$ cat src/rtl/nn_pkg.sv
// Shared activation-path definitions: 10-bit activation range, MAC state encoding
// and the clamp used by every producer of activation-stage inputs.
package nn_pkg;

   localparam int ACT_W   = 10;
   localparam int ACT_MAX = 511;
   localparam int ACT_MIN = -512;

   typedef enum logic [1:0] {
      IDLE,
      ACC,
      DRAIN,
      EMIT
   } state_t;

   // Callers sign-extend their value to 64 bits before clamping.
   function automatic logic [ACT_W-1:0] sat_act(input logic signed [63:0] v);
      if (v > ACT_MAX)
         return 10'h1FF;
      else if (v < ACT_MIN)
         return 10'h200;
      else
         return v[ACT_W-1:0];
   endfunction

endpackage

$ cat src/rtl/neuron_mac_if.sv
// Pair stream in, activation result out, for one neuron MAC.
// master drives start/bias/pairs; slave is the MAC and returns result and status.
interface neuron_mac_if
   import nn_pkg::*;
#(
   parameter int DATA_W = 8
);
   logic                     start;
   logic signed [DATA_W-1:0] bias;
   logic                     in_valid;
   logic                     in_ready;
   logic signed [DATA_W-1:0] x;
   logic signed [DATA_W-1:0] w;
   logic [ACT_W-1:0]         act_in;
   logic                     act_fn_en;
   logic                     busy;

   modport master (
      output start, bias, in_valid, x, w,
      input  in_ready, act_in, act_fn_en, busy
   );

   modport slave (
      input  start, bias, in_valid, x, w,
      output in_ready, act_in, act_fn_en, busy
   );
endinterface

$ cat src/rtl/shift_sat.sv
// Combinational arithmetic right shift (floor) of a wide sum, then clamp into
// the signed 10-bit activation range.
module shift_sat
   import nn_pkg::*;
#(
   parameter int ACC_W = 19,
   parameter int SHIFT = 0
) (
   input  logic signed [ACC_W-1:0] acc,
   output logic [ACT_W-1:0]        act
);
   logic signed [ACC_W-1:0] shifted;
   logic signed [63:0]      wide;

   assign shifted = acc >>> SHIFT;
   assign wide    = {{(64-ACC_W){shifted[ACC_W-1]}}, shifted};
   assign act     = sat_act(wide);
endmodule

$ cat src/rtl/neuron_mac.sv
// Neuron MAC: bias + sum of N_INPUTS signed x*w products, shifted and saturated
// to a 10-bit activation with a one-cycle act_fn_en strobe.
module neuron_mac
   import nn_pkg::*;
#(
   parameter int DATA_W   = 8,
   parameter int N_INPUTS = 16,
   parameter int SHIFT    = 0
) (
   input logic          clk,
   input logic          rst,
   neuron_mac_if.slave  bus
);
   localparam int ACC_W = 2*DATA_W + $clog2(N_INPUTS) + 1;
   localparam int CNT_W = (N_INPUTS > 1) ? $clog2(N_INPUTS) : 1;
   localparam logic [CNT_W-1:0] LAST = CNT_W'(N_INPUTS - 1);

   state_t                     state;
   logic signed [ACC_W-1:0]    acc;
   logic [CNT_W-1:0]           cnt;
   logic signed [2*DATA_W-1:0] prod_q;
   logic                       prod_v;
   logic [ACT_W-1:0]           act_q;
   logic                       fn_en_q;
   logic [ACT_W-1:0]           sat_out;

   logic                       hs;
   logic signed [2*DATA_W-1:0] x_ext;
   logic signed [2*DATA_W-1:0] w_ext;
   logic signed [ACC_W-1:0]    bias_ext;
   logic signed [ACC_W-1:0]    prod_ext;

   assign hs       = bus.in_valid && (state == ACC);
   assign x_ext    = {{DATA_W{bus.x[DATA_W-1]}}, bus.x};
   assign w_ext    = {{DATA_W{bus.w[DATA_W-1]}}, bus.w};
   assign bias_ext = {{(ACC_W-DATA_W){bus.bias[DATA_W-1]}}, bus.bias};
   assign prod_ext = {{(ACC_W-2*DATA_W){prod_q[2*DATA_W-1]}}, prod_q};

   shift_sat #(
      .ACC_W (ACC_W),
      .SHIFT (SHIFT)
   ) u_shift_sat (
      .acc (acc),
      .act (sat_out)
   );

   // Product is registered one cycle ahead of the add, so DRAIN absorbs the last one.
   always_ff @(posedge clk) begin
      if (rst) begin
         state   <= IDLE;
         acc     <= '0;
         cnt     <= '0;
         prod_q  <= '0;
         prod_v  <= 1'b0;
         act_q   <= '0;
         fn_en_q <= 1'b0;
      end else begin
         fn_en_q <= 1'b0;
         prod_v  <= hs;
         if (hs)
            prod_q <= x_ext * w_ext;
         case (state)
            IDLE: begin
               if (bus.start) begin
                  acc   <= bias_ext;
                  cnt   <= '0;
                  state <= ACC;
               end
            end
            ACC: begin
               if (prod_v)
                  acc <= acc + prod_ext;
               if (hs) begin
                  cnt <= cnt + 1'b1;
                  if (cnt == LAST)
                     state <= DRAIN;
               end
            end
            DRAIN: begin
               if (prod_v)
                  acc <= acc + prod_ext;
               state <= EMIT;
            end
            EMIT: begin
               act_q   <= sat_out;
               fn_en_q <= 1'b1;
               state   <= IDLE;
            end
            default: state <= IDLE;
         endcase
      end
   end

   assign bus.in_ready  = (state == ACC);
   assign bus.busy      = (state != IDLE);
   assign bus.act_in    = act_q;
   assign bus.act_fn_en = fn_en_q;
endmodule

$ cat src/flat_wrapper.sv
// flat-port wrapper written by rule: the top's interface ports become plain ports
module neuron_mac_flat import nn_pkg::*;
#(
   parameter int DATA_W   = 8,
   parameter int N_INPUTS = 16,
   parameter int SHIFT    = 0
)
  (clk, rst, bus_start, bus_bias, bus_in_valid, bus_x, bus_w, bus_in_ready, bus_act_in, bus_act_fn_en, bus_busy);
  neuron_mac_if #(.DATA_W(DATA_W)) bus_i ();
  input logic clk;
  input logic rst;
  input wire logic [$bits(bus_i.start)-1:0] bus_start;
  input wire logic [$bits(bus_i.bias)-1:0] bus_bias;
  input wire logic [$bits(bus_i.in_valid)-1:0] bus_in_valid;
  input wire logic [$bits(bus_i.x)-1:0] bus_x;
  input wire logic [$bits(bus_i.w)-1:0] bus_w;
  output wire logic [$bits(bus_i.in_ready)-1:0] bus_in_ready;
  output wire logic [$bits(bus_i.act_in)-1:0] bus_act_in;
  output wire logic [$bits(bus_i.act_fn_en)-1:0] bus_act_fn_en;
  output wire logic [$bits(bus_i.busy)-1:0] bus_busy;
  assign bus_i.start = bus_start;
  assign bus_i.bias = bus_bias;
  assign bus_i.in_valid = bus_in_valid;
  assign bus_i.x = bus_x;
  assign bus_i.w = bus_w;
  assign bus_in_ready = bus_i.in_ready;
  assign bus_act_in = bus_i.act_in;
  assign bus_act_fn_en = bus_i.act_fn_en;
  assign bus_busy = bus_i.busy;
  neuron_mac #(.DATA_W(DATA_W), .N_INPUTS(N_INPUTS), .SHIFT(SHIFT)) u_core (.clk(clk), .rst(rst), .bus(bus_i));
endmodule
$ cat config.mk
export PLATFORM = sky130hd
export DESIGN_NAME = neuron_mac_flat
export DESIGN_NICKNAME = d
export VERILOG_FILES = /design/src/rtl/nn_pkg.sv /design/src/rtl/neuron_mac_if.sv /design/src/rtl/shift_sat.sv /design/src/rtl/neuron_mac.sv /design/src/flat_wrapper.sv
export SDC_FILE = /design/constraint.sdc
export NUM_CORES = 1
export LEC_CHECK = 0
export ABC_AREA = 0
export CAP_MARGIN = 20
export CORE_AREA = 10 10 115 127
export DETAILED_ROUTE_END_ITERATION = 12
export DIE_AREA = 0 0 125 137
export PLACE_DENSITY = 0.68
export SLEW_MARGIN = 0
export SYNTH_ARGS = -nofsm -noshare
export SYNTH_HDL_FRONTEND = slang
export SYNTH_HIERARCHICAL = 1
export SYNTH_SLANG_ARGS = --single-unit
$ cat constraint.sdc
create_clock -name clk -period 8.7 [get_ports clk]
set_clock_uncertainty 0.05 [all_clocks]
set_input_delay 2.175 -clock clk [delete_from_list [all_inputs] [get_ports clk]]
set_output_delay 2.175 -clock clk [all_outputs]
set_load 0.1 [all_outputs]
After elaboration in Yosys (flattened, before gate mapping)
Index checks and enable logic that the tools add are counted.
{"block": "classes", "add_sub_neg": 2, "multipliers": 1, "div": 0, "order_cmp": 2, "n_eq_ne": 8, "shifts": 0, "mux": 13, "bitwise": 0, "reduce_logical": 9}
{"op": "21-bit two-way mux", "n": 2}
{"op": "21-bit one-hot mux with 2 select lines", "n": 1}
{"op": "21-bit by 16-bit adder with 21-bit output", "n": 1}
{"op": "21-bit by 10-bit > comparator with 1-bit output, second input constant", "n": 1}
{"op": "21-bit by 10-bit < comparator with 1-bit output, second input constant", "n": 1}
{"op": "10-bit two-way mux", "n": 2}
{"op": "8-bit by 8-bit multiplier with 16-bit output", "n": 1}
{"op": "3-bit AND reduction", "n": 3}
{"op": "4-bit two-way mux", "n": 2}
{"op": "2-bit one-hot mux with 4 select lines", "n": 1}
{"op": "4-bit one-hot mux with 2 select lines", "n": 1}
{"op": "2-bit two-way mux", "n": 3}
{"op": "2-bit by 1-bit != test with 1-bit output, second input constant", "n": 3}
{"op": "2-bit nonzero test", "n": 3}
{"op": "4-bit by 1-bit adder with 4-bit output, second input constant", "n": 1}
{"op": "2-bit == test, second input constant", "n": 2}
{"op": "4-bit == test, second input constant", "n": 1}
{"op": "2-bit by 1-bit == test with 1-bit output, second input constant", "n": 1}
{"op": "2-bit logical NOT", "n": 1}
{"op": "2-bit != test, second input constant", "n": 1}
{"op": "2-bit OR reduction", "n": 1}
{"op": "1-bit logical AND", "n": 1}
{"op": "1-bit two-way mux", "n": 1}
{"block": "word_totals", "ff_bits": 55, "latch_bits": 0, "ram_bits": 0, "rom_bits": 0, "input_bits": 28, "n_memories": 0}

Longest topological paths before layout
{"block": "depth", "ltp_word": 4, "ltp_mapped": 17, "ltp_nobuf": 17}

Hierarchy
Netlist, hierarchy kept.
{"mod": "neuron_mac", "instances": 1, "cells_each": 670, "area_each_um2": 5710.5, "seq_area_each_um2": 1101.1}
{"mod": "shift_sat", "instances": 1, "cells_each": 18, "area_each_um2": 140.1, "seq_area_each_um2": 0.0}

Worst setup path before layout
Ideal clock, no wire load.
{"block": "synth_path", "path_kind": "input-to-reg", "startpoint": "input port bus_w[4]", "endpoint": "register u_core.prod_q[15]", "setup_ns": 0.132, "t_arrival_ns": 5.934, "setup_slack_ns": 2.583, "path_stages": 16, "n_path_buf": 0, "cell_sequence": "and2_1 fa_1 inv_1 fa_1 inv_1 fa_1 inv_1 fa_1 inv_1 ha_1 or3_1 o221a_2 o41ai_2 o21ai_0 xnor2_1 a21oi_1"}
{"block": "synth_via", "elab_chain_len": 1}
{"element": "start: declaration", "line": "flat_wrapper.sv:16", "text": "input wire logic [$bits(bus_i.w)-1:0] bus_w;"}
{"element": "8-bit by 8-bit multiplier with 16-bit output", "line": "neuron_mac.sv:61", "text": "prod_q <= x_ext * w_ext;"}
{"element": "end signal: assignment", "line": "neuron_mac.sv:61"}
{"element": "end: declaration", "line": "neuron_mac.sv:21", "text": "logic signed [2*DATA_W-1:0] prod_q;"}
Every way passes these cells.
A chain may end at the register's enable or synchronous reset.

Worst setup path after layout
{"block": "layout_path", "startpoint": "input port bus_w[7]", "endpoint": "register u_core.prod_q[15]"}
Same word-level chain as after synthesis.

==> flow_metrics.env <==
export IMPL_tns_ns=0
export IMPL_p_leak_uw=0.002922
export IMPL_post_layout_nonfiller_instances=876
export IMPL_synth_warning_count=6
export IMPL_timing_critical_path_to_type="register"
export IMPL_maximum_operating_frequency_ghz=0.1490
export IMPL_antennaDiodeCount=0
export IMPL_antenna_found_initial=0
export IMPL_ios=41
export IMPL_post_drt_wl_per_cell_um=15.55
export IMPL_drt_first_iter_violations=226
export IMPL_power_dens_cells_nw_per_um2=306.5
export IMPL_cts_inserted_buffers=5
export IMPL_synthesis_area_per_instance_um2=8.504
export IMPL_track_usage=0.1576
export IMPL_slowest_delay_ns=0.65
export IMPL_max_slew_worst_pin_slew_ns=0.9907
export IMPL_drv_max_cap_violation_count=0
export IMPL_ys_async_sr_fraction=0
export IMPL_multi_input_area_um2=4314
export IMPL_globalRouteOverflowTotal=0
export IMPL_cp_top_family="adder cells"
export IMPL_detailroute_via_count=4792
export IMPL_cts_root_buf="sky130_fd_sc_hd__clkbuf_16"
export IMPL_port_buffer_count=40
export IMPL_synth_nets=827
export IMPL_detail_route_wirelength_um=13620
export IMPL_cts_reportedPaths_clkPinSlew_ns=0.07
export IMPL_clk_latency_ns=0.29
export IMPL_postLayoutSetupSlackWorst_ns=1.990
export IMPL_vias_in_the_first_global_route=4948
export IMPL_slew_headroom=0.3375
export IMPL_initial_utilization=0.4883
export IMPL_clock_sinks=55
export IMPL_status="finished clean"
export IMPL_launch_point_of_the_worst_reg_to_reg_path="u_core/state[0]"
export IMPL_cp_data_required_time_ns=8.87
export IMPL_core_rowCount=42
export IMPL_first_pass_drt_iterations=4
export IMPL_depth_of_the_cts_h_tree=2
export IMPL_final_period_utilization=0.7712
export IMPL_remaining_drc_errors=0
export IMPL_timing_final_max_slew_violations=0
export IMPL_cp_depth=15
export IMPL_placed_instance_count=868
export IMPL_die_height_um=137
export IMPL_ant_nets=0
export IMPL_grt_start_max_net_pins=31
export IMPL_timing_setup_critical_path_class="input pin to register"
export IMPL_die_area_um2=17130
export IMPL_area_growth_syn_to_layout_pct=12.04
export IMPL_final_hold_violation_count=0
export IMPL_worst_setup_path_endpoint="u_core/prod_q[15]"
export IMPL_synth_edff_count=0
export IMPL_synthCells=688
export IMPL_final_hold_worst_slack_ns=0.4205
export IMPL_post_cts_repair_timing_setup_buffer_count=0
export IMPL_yosys_most_used_dff="sky130_fd_sc_hd__dfxtp_1"
export IMPL_drive_above_1_share=0.04155
export IMPL_postSynthRegisterBits=55
export IMPL_seq_area_frac_synth=0.1882
export IMPL_fill_cells=1119
export IMPL_max_vdd_ir_drop_v=0.0001289
export IMPL_cts_resized=0
export IMPL_synth_cell_area_um2=5851
export IMPL_core_area_um2=11980
export IMPL_timing_reg2reg_setup_slack_ns=5.70
export IMPL_die_width_um=125
export IMPL_worstPathBufferInverterCount=3
export IMPL_tritoncts_clock_tree="yes"
export IMPL_slowest_stage="sky130_fd_sc_hd__clkdlybuf4s50_1"
export IMPL_worstSetupStartpoint="bus_w[7]"
export IMPL_rsz0062_at_grt="no"
export IMPL_post_drt_via_cell_ratio=5.470
export IMPL_synthDistinctLibCells=63
export IMPL_worstPathArrival_ns=6.88
export IMPL_path_max_fanout=9
export IMPL_worst_r2r_endpoint="u_core/acc[18]"
export IMPL_preCtsSetupSlack_ns=1.687
export IMPL_finalSetupViolations=0
export IMPL_r2r_worst_path_cells=6
export IMPL_nets=860
export IMPL_hold_buffers=0
export IMPL_cpMostUsedCell="sky130_fd_sc_hd__fa_1"
export IMPL_grt_first_pass_wirelength_um=23250
export IMPL_max_clock_path_buffers=2
export IMPL_class_of_the_most_critical_hold_timing_path="register to register"
export IMPL_layout_core_utilization=0.5471
export IMPL_cell_chain_of_the_critical_path="clkdlybuf4s50_1 > nor2b_1 > fa_1 > fa_1 > fa_1 > inv_1 > fa_1 > inv_1 > ha_1 > or3_1 > o221a_2 > o41ai_2 > o21ai_0 > xnor2_1 > a21oi_1"
export IMPL_sequential_standard_cell_area_um2=1101
export IMPL_start_kind="input pin"
export IMPL_dpl_hpwl_um=11180
export IMPL_min_period_ns=6.710
export IMPL_gpl_final_weighted_congestion=0.8791
-- Yosys cell counts (8+ instances only) --
cell type | instances | area (um^2)
sky130_fd_sc_hd__and2_1 | 39 | 244.0
sky130_fd_sc_hd__o21ai_0 | 26 | 130.1
sky130_fd_sc_hd__nand2_1 | 53 | 198.9
sky130_fd_sc_hd__mux2i_1 | 15 | 150.1
sky130_fd_sc_hd__nor3_1 | 12 | 60.06
sky130_fd_sc_hd__a21oi_1 | 50 | 250.2
sky130_fd_sc_hd__dfxtp_1 | 55 | 1101
sky130_fd_sc_hd__fa_1 | 56 | 1121
sky130_fd_sc_hd__o21a_1 | 8 | 60.06
sky130_fd_sc_hd__nand4_1 | 8 | 50.05
sky130_fd_sc_hd__nor2_1 | 50 | 187.7
sky130_fd_sc_hd__a21o_1 | 14 | 105.1
sky130_fd_sc_hd__ha_1 | 55 | 688.2
sky130_fd_sc_hd__nor2b_1 | 10 | 62.56
sky130_fd_sc_hd__a31oi_1 | 8 | 50.05
sky130_fd_sc_hd__nand3_1 | 12 | 60.06
sky130_fd_sc_hd__a211oi_1 | 16 | 120.1
sky130_fd_sc_hd__xor2_1 | 8 | 70.07
sky130_fd_sc_hd__xnor2_1 | 16 | 140.1
sky130_fd_sc_hd__inv_1 | 95 | 356.6
sky130_fd_sc_hd__clkbuf_1 | 12 | 45.04
-- where the power goes --
group | leakage (uW) | internal [uW] | switching, uW | total, uW
combinational | 0.00239 | 543 | 839 | 1380
sequential | 0.000449 | 325 | 70.5 | 395
clock | 0.0000815 | 137 | 94.7 | 232
total | 0.00292 | 1010 | 1000 | 2010
-- cell usage in the layout (no fill, tap or decap), drive strengths merged, types with 10 or more instances in the layout --
master         Yosys  final
a21oi             52     52
nor3              12     12
nor2              50     50
ha                55     55
dfxtp             55     55
nand2             54     54
mux2i             15     15
xnor2             16     16
clkdlybuf4s50      0     40
a21o              16     16
o21ai             29     29
a211oi            16     16
inv               95     96
and2              39     39
nor2b             10     10
nand3             12     12
fa                56     56
-- worst min-delay path, cell delays in order (launching register included) --
cell	delay, ns
sky130_fd_sc_hd__dfxtp_1	0.32
sky130_fd_sc_hd__nand2_1	0.06
sky130_fd_sc_hd__a21oi_1	0.05
-- worst min path at each step --
stage	slack, ns	cells past startpoint	end	from
after floorplan	0.39	2	u_core/prod_q[13]	u_core/prod_q[13]
after global placement	0.40	2	u_core/prod_q[9]	u_core/prod_q[9]
after detailed placement	0.41	2	u_core/prod_q[4]	u_core/prod_q[4]
after CTS	0.42	2	u_core/prod_q[4]	u_core/prod_q[4]
after global routing	0.44	2	u_core/prod_q[0]	u_core/prod_q[0]
final	0.42	2	u_core/prod_q[0]	u_core/prod_q[0]
-- registers in the layout (all words and copies together) (netlist names) --
register and cells:
u_core/prod_v 1, u_core/cnt 4, u_core/bus.act_in 10, u_core/bus.act_fn_en 1, u_core/acc 21, u_core/state 2, u_core/prod_q 16
-- final cells by class --
cell class | count | share of cell area
Tap cell | 154 | 0.02939
Clock buffer | 6 | 0.01966
Inverter | 95 | 0.05440
Multi-Input combinational cell | 521 | 0.6581
Clock inverter | 2 | 0.005917
Sequential cell | 55 | 0.1680
Timing Repair Buffer | 43 | 0.06452
-- per-stage QoR --
step / power, uW / instance area, um^2
3_5_place_dp: 1774 / 6387
4_1_cts: 2016 / 6555
3_3_place_gp: 1737 / 6387
2_1_floorplan: 1471 / 5851
5_1_grt: 2199 / 6555
6_report: 2009 / 6555
-- metal layers --
layer,up-vias,track usage,share of wire
li1,2394,-,-
met1,2287,0.1840,0.44
met2,87,0.2939,0.51
met3,24,0.01393,0.022
met4,0,0.05762,0.025
met5,-,0,0
-- logic make-up after synthesis --
kind of cell             after synthesis  share of synthesized area
AND/OR/NAND/NOR                      216                     0.1873
AO/OA/AOI/OAI                        154                     0.1773
buffers and inverters                112                    0.07442
adder cells (fa/ha/maj)              111                     0.3092
flip-flops                            55                     0.1882
XOR/XNOR                              24                    0.03593
multiplexers                          16                    0.02759
Note: power is estimated with default switching activity, not from simulation.
==> RTL edit: new RTL, same settings <==
Re-encode `state_t` (4 states) as Gray code, 2 bits wide.
--- a/src/rtl/nn_pkg.sv
+++ b/src/rtl/nn_pkg.sv
@@ -8,8 +8,8 @@
 
    typedef enum logic [1:0] {
-      IDLE,
-      ACC,
-      DRAIN,
-      EMIT
+      IDLE  = 2'b00,
+      ACC   = 2'b01,
+      DRAIN = 2'b11,
+      EMIT  = 2'b10
    } state_t;
 
Check against the original RTL: no difference found for any inputs over 10 cycles, from zero or initial values and one cycle with rst high; not proved beyond that.
==> RTL edit against the unedited design <==
Maximum frequency is 1.5% higher; register-to-register slack better by 0.38 ns; count of clock-buffer cells in the layout is 1 lower; worst setup slack better by 0.10 ns; global-route usage is 0.35 points higher; sequential share of layout area is 0.061 points higher; design area is 0.36% lower; total power is 35% lower; sequential cell count stayed put; sequential power is 23% lower; first-iteration DRC count is 4.9% higher; synthesized area is 0.17% higher; routed wire length is 3.7% higher; critical path type unchanged; largest cell class unchanged; largest power group unchanged.
==> RTL edit: results (changes against the unedited design) <==
Pleak=2.809 nW (-3.9%); Worst VDD drop=0.0001370 V (+6.2%); cell count after synthesis=712 (+3.5%); DR pass1 iterations=4 (unchanged); Crit Reg-Reg Endpoint=u_core/acc[20]; net count after synthesis=846 (+2.3%); Metal-1 WL=6.469 mm (+7.2%); Total GRT Usage=0.1611 (+0.003458); reg2reg setup slack=6.08 ns (+0.38 ns); synth unique cells=59 (-6.3%); Post-DP HPWL=11.42 mm (+2.1%); top cells by area, synth=fa_1, dfxtp_1, ha_1; R2R depth=9 (+3); DR WL met2=7.078 mm (+1.9%); Fill cells=1138 (+1.7%); slew margin rel.=0.3192 (-0.01821); outcome=finished clean; ys async rst share=0 (unchanged); first-pass GRT wire length=23.67 mm (+1.8%); drt total wl=14.12 mm (+3.7%); critical path arrival=6.80 ns (-0.08 ns); DR iter-0 viols=237 (+4.9%); dpl cells=885 (+2.0%); most frequent cells after synthesis=inv_1, nand2_1, fa_1; internal power=0.7358 mW (-27%); buffers inserted by post-CTS timing repair=0 (unchanged); WL met3=418 um (+39%); Hold Crit Start=u_core/bus.act_in[8]; register area share after synthesis=0.1879 (-0.0003214); RD Place Congestion=0.9168 (+4.3%); share of cells above drive strength 1=0.03649 (-0.005065); vias in the first global route=5019 (+1.4%); Worst R2R Start=u_core/acc[0]; Hold Path End=u_core/bus.act_in[8]; CP max FO=8 (-1); Routed wire per std cell=15.80 um (+1.6%); fin nets=873 (+1.5%); Via density=5.577 (+2.0%); largest net degree at the start of global routing=50 (+61%); CP peak stage delay=0.63 ns (-0.02 ns)
RTL edit: logic make-up after synthesis:
group           share of synthesized area
compound gates                     0.1996
fa+ha+maj                          0.2980
buf+inv                           0.07408
flops                              0.1879
simple gates                       0.1992
xor+xnor                          0.02989
mux                               0.01131
RTL edit: worst max path at each step:
stage,startpoint,to,slack [ns],cells past startpoint
3_3_place_gp,bus_w[4],u_core/prod_q[14],1.84,17
2_1_floorplan,bus_w[4],u_core/prod_q[14],2.58,16
4_1_cts,bus_w[3],u_core/prod_q[13],2.08,17
3_5_place_dp,bus_w[7],u_core/prod_q[14],1.75,16
6_report,bus_w[3],u_core/prod_q[13],2.09,17
5_1_grt,bus_w[7],u_core/prod_q[11],1.82,16
RTL edit: per-stage QoR:
step	setup WS [ns]	power (mW)	utilization	hold WS, ns	instance area (um^2)
6_report	2.090	1.314	0.5451	0.4110	6531
5_1_grt	1.824	1.455	0.5451	0.4336	6531
4_1_cts	2.080	1.323	0.5445	0.4139	6524
3_5_place_dp	1.754	1.104	0.5312	0.3993	6365
3_3_place_gp	1.842	1.084	0.5312	0.3924	6365
2_1_floorplan	2.577	0.9394	-	0.3856	5861
RTL edit: cell type report:
class	count	share of cell area
inverters	88	0.05057
multi-input cells	546	0.6623
well taps	154	0.02950
flip-flops and latches	55	0.1686
clock buffers	5	0.01916
repair buffers	43	0.06475
clock inverters	3	0.005172
RTL edit: power by group through the flow:
stage | registers [mW] | clock network [mW] | logic (mW)
detailed placement | 0.309 | 0 | 0.795
floorplan | 0.299 | 0 | 0.640
global placement | 0.308 | 0 | 0.776
CTS | 0.303 | 0.222 | 0.798
global route | 0.306 | 0.228 | 0.921
finish | 0.303 | 0.218 | 0.794
RTL edit: per-layer routing:
metal	vias to the layer above	GRT usage
li1	2475	-
met3	14	0.02090
met2	86	0.2910
met1	2411	0.1956
met5	-	0
met4	0	0.04738
RTL edit: worst reg2reg max path: stages, from the launching register on:
cell and delay, ns:
dfxtp_1 0.36, ha_1 0.21, inv_1 0.07, fa_1 0.40, nor2b_1 0.17, o31a_2 0.21
o2111ai_2 0.17, a211oi_2 0.40, o21ai_1 0.16, mux2_4 0.31
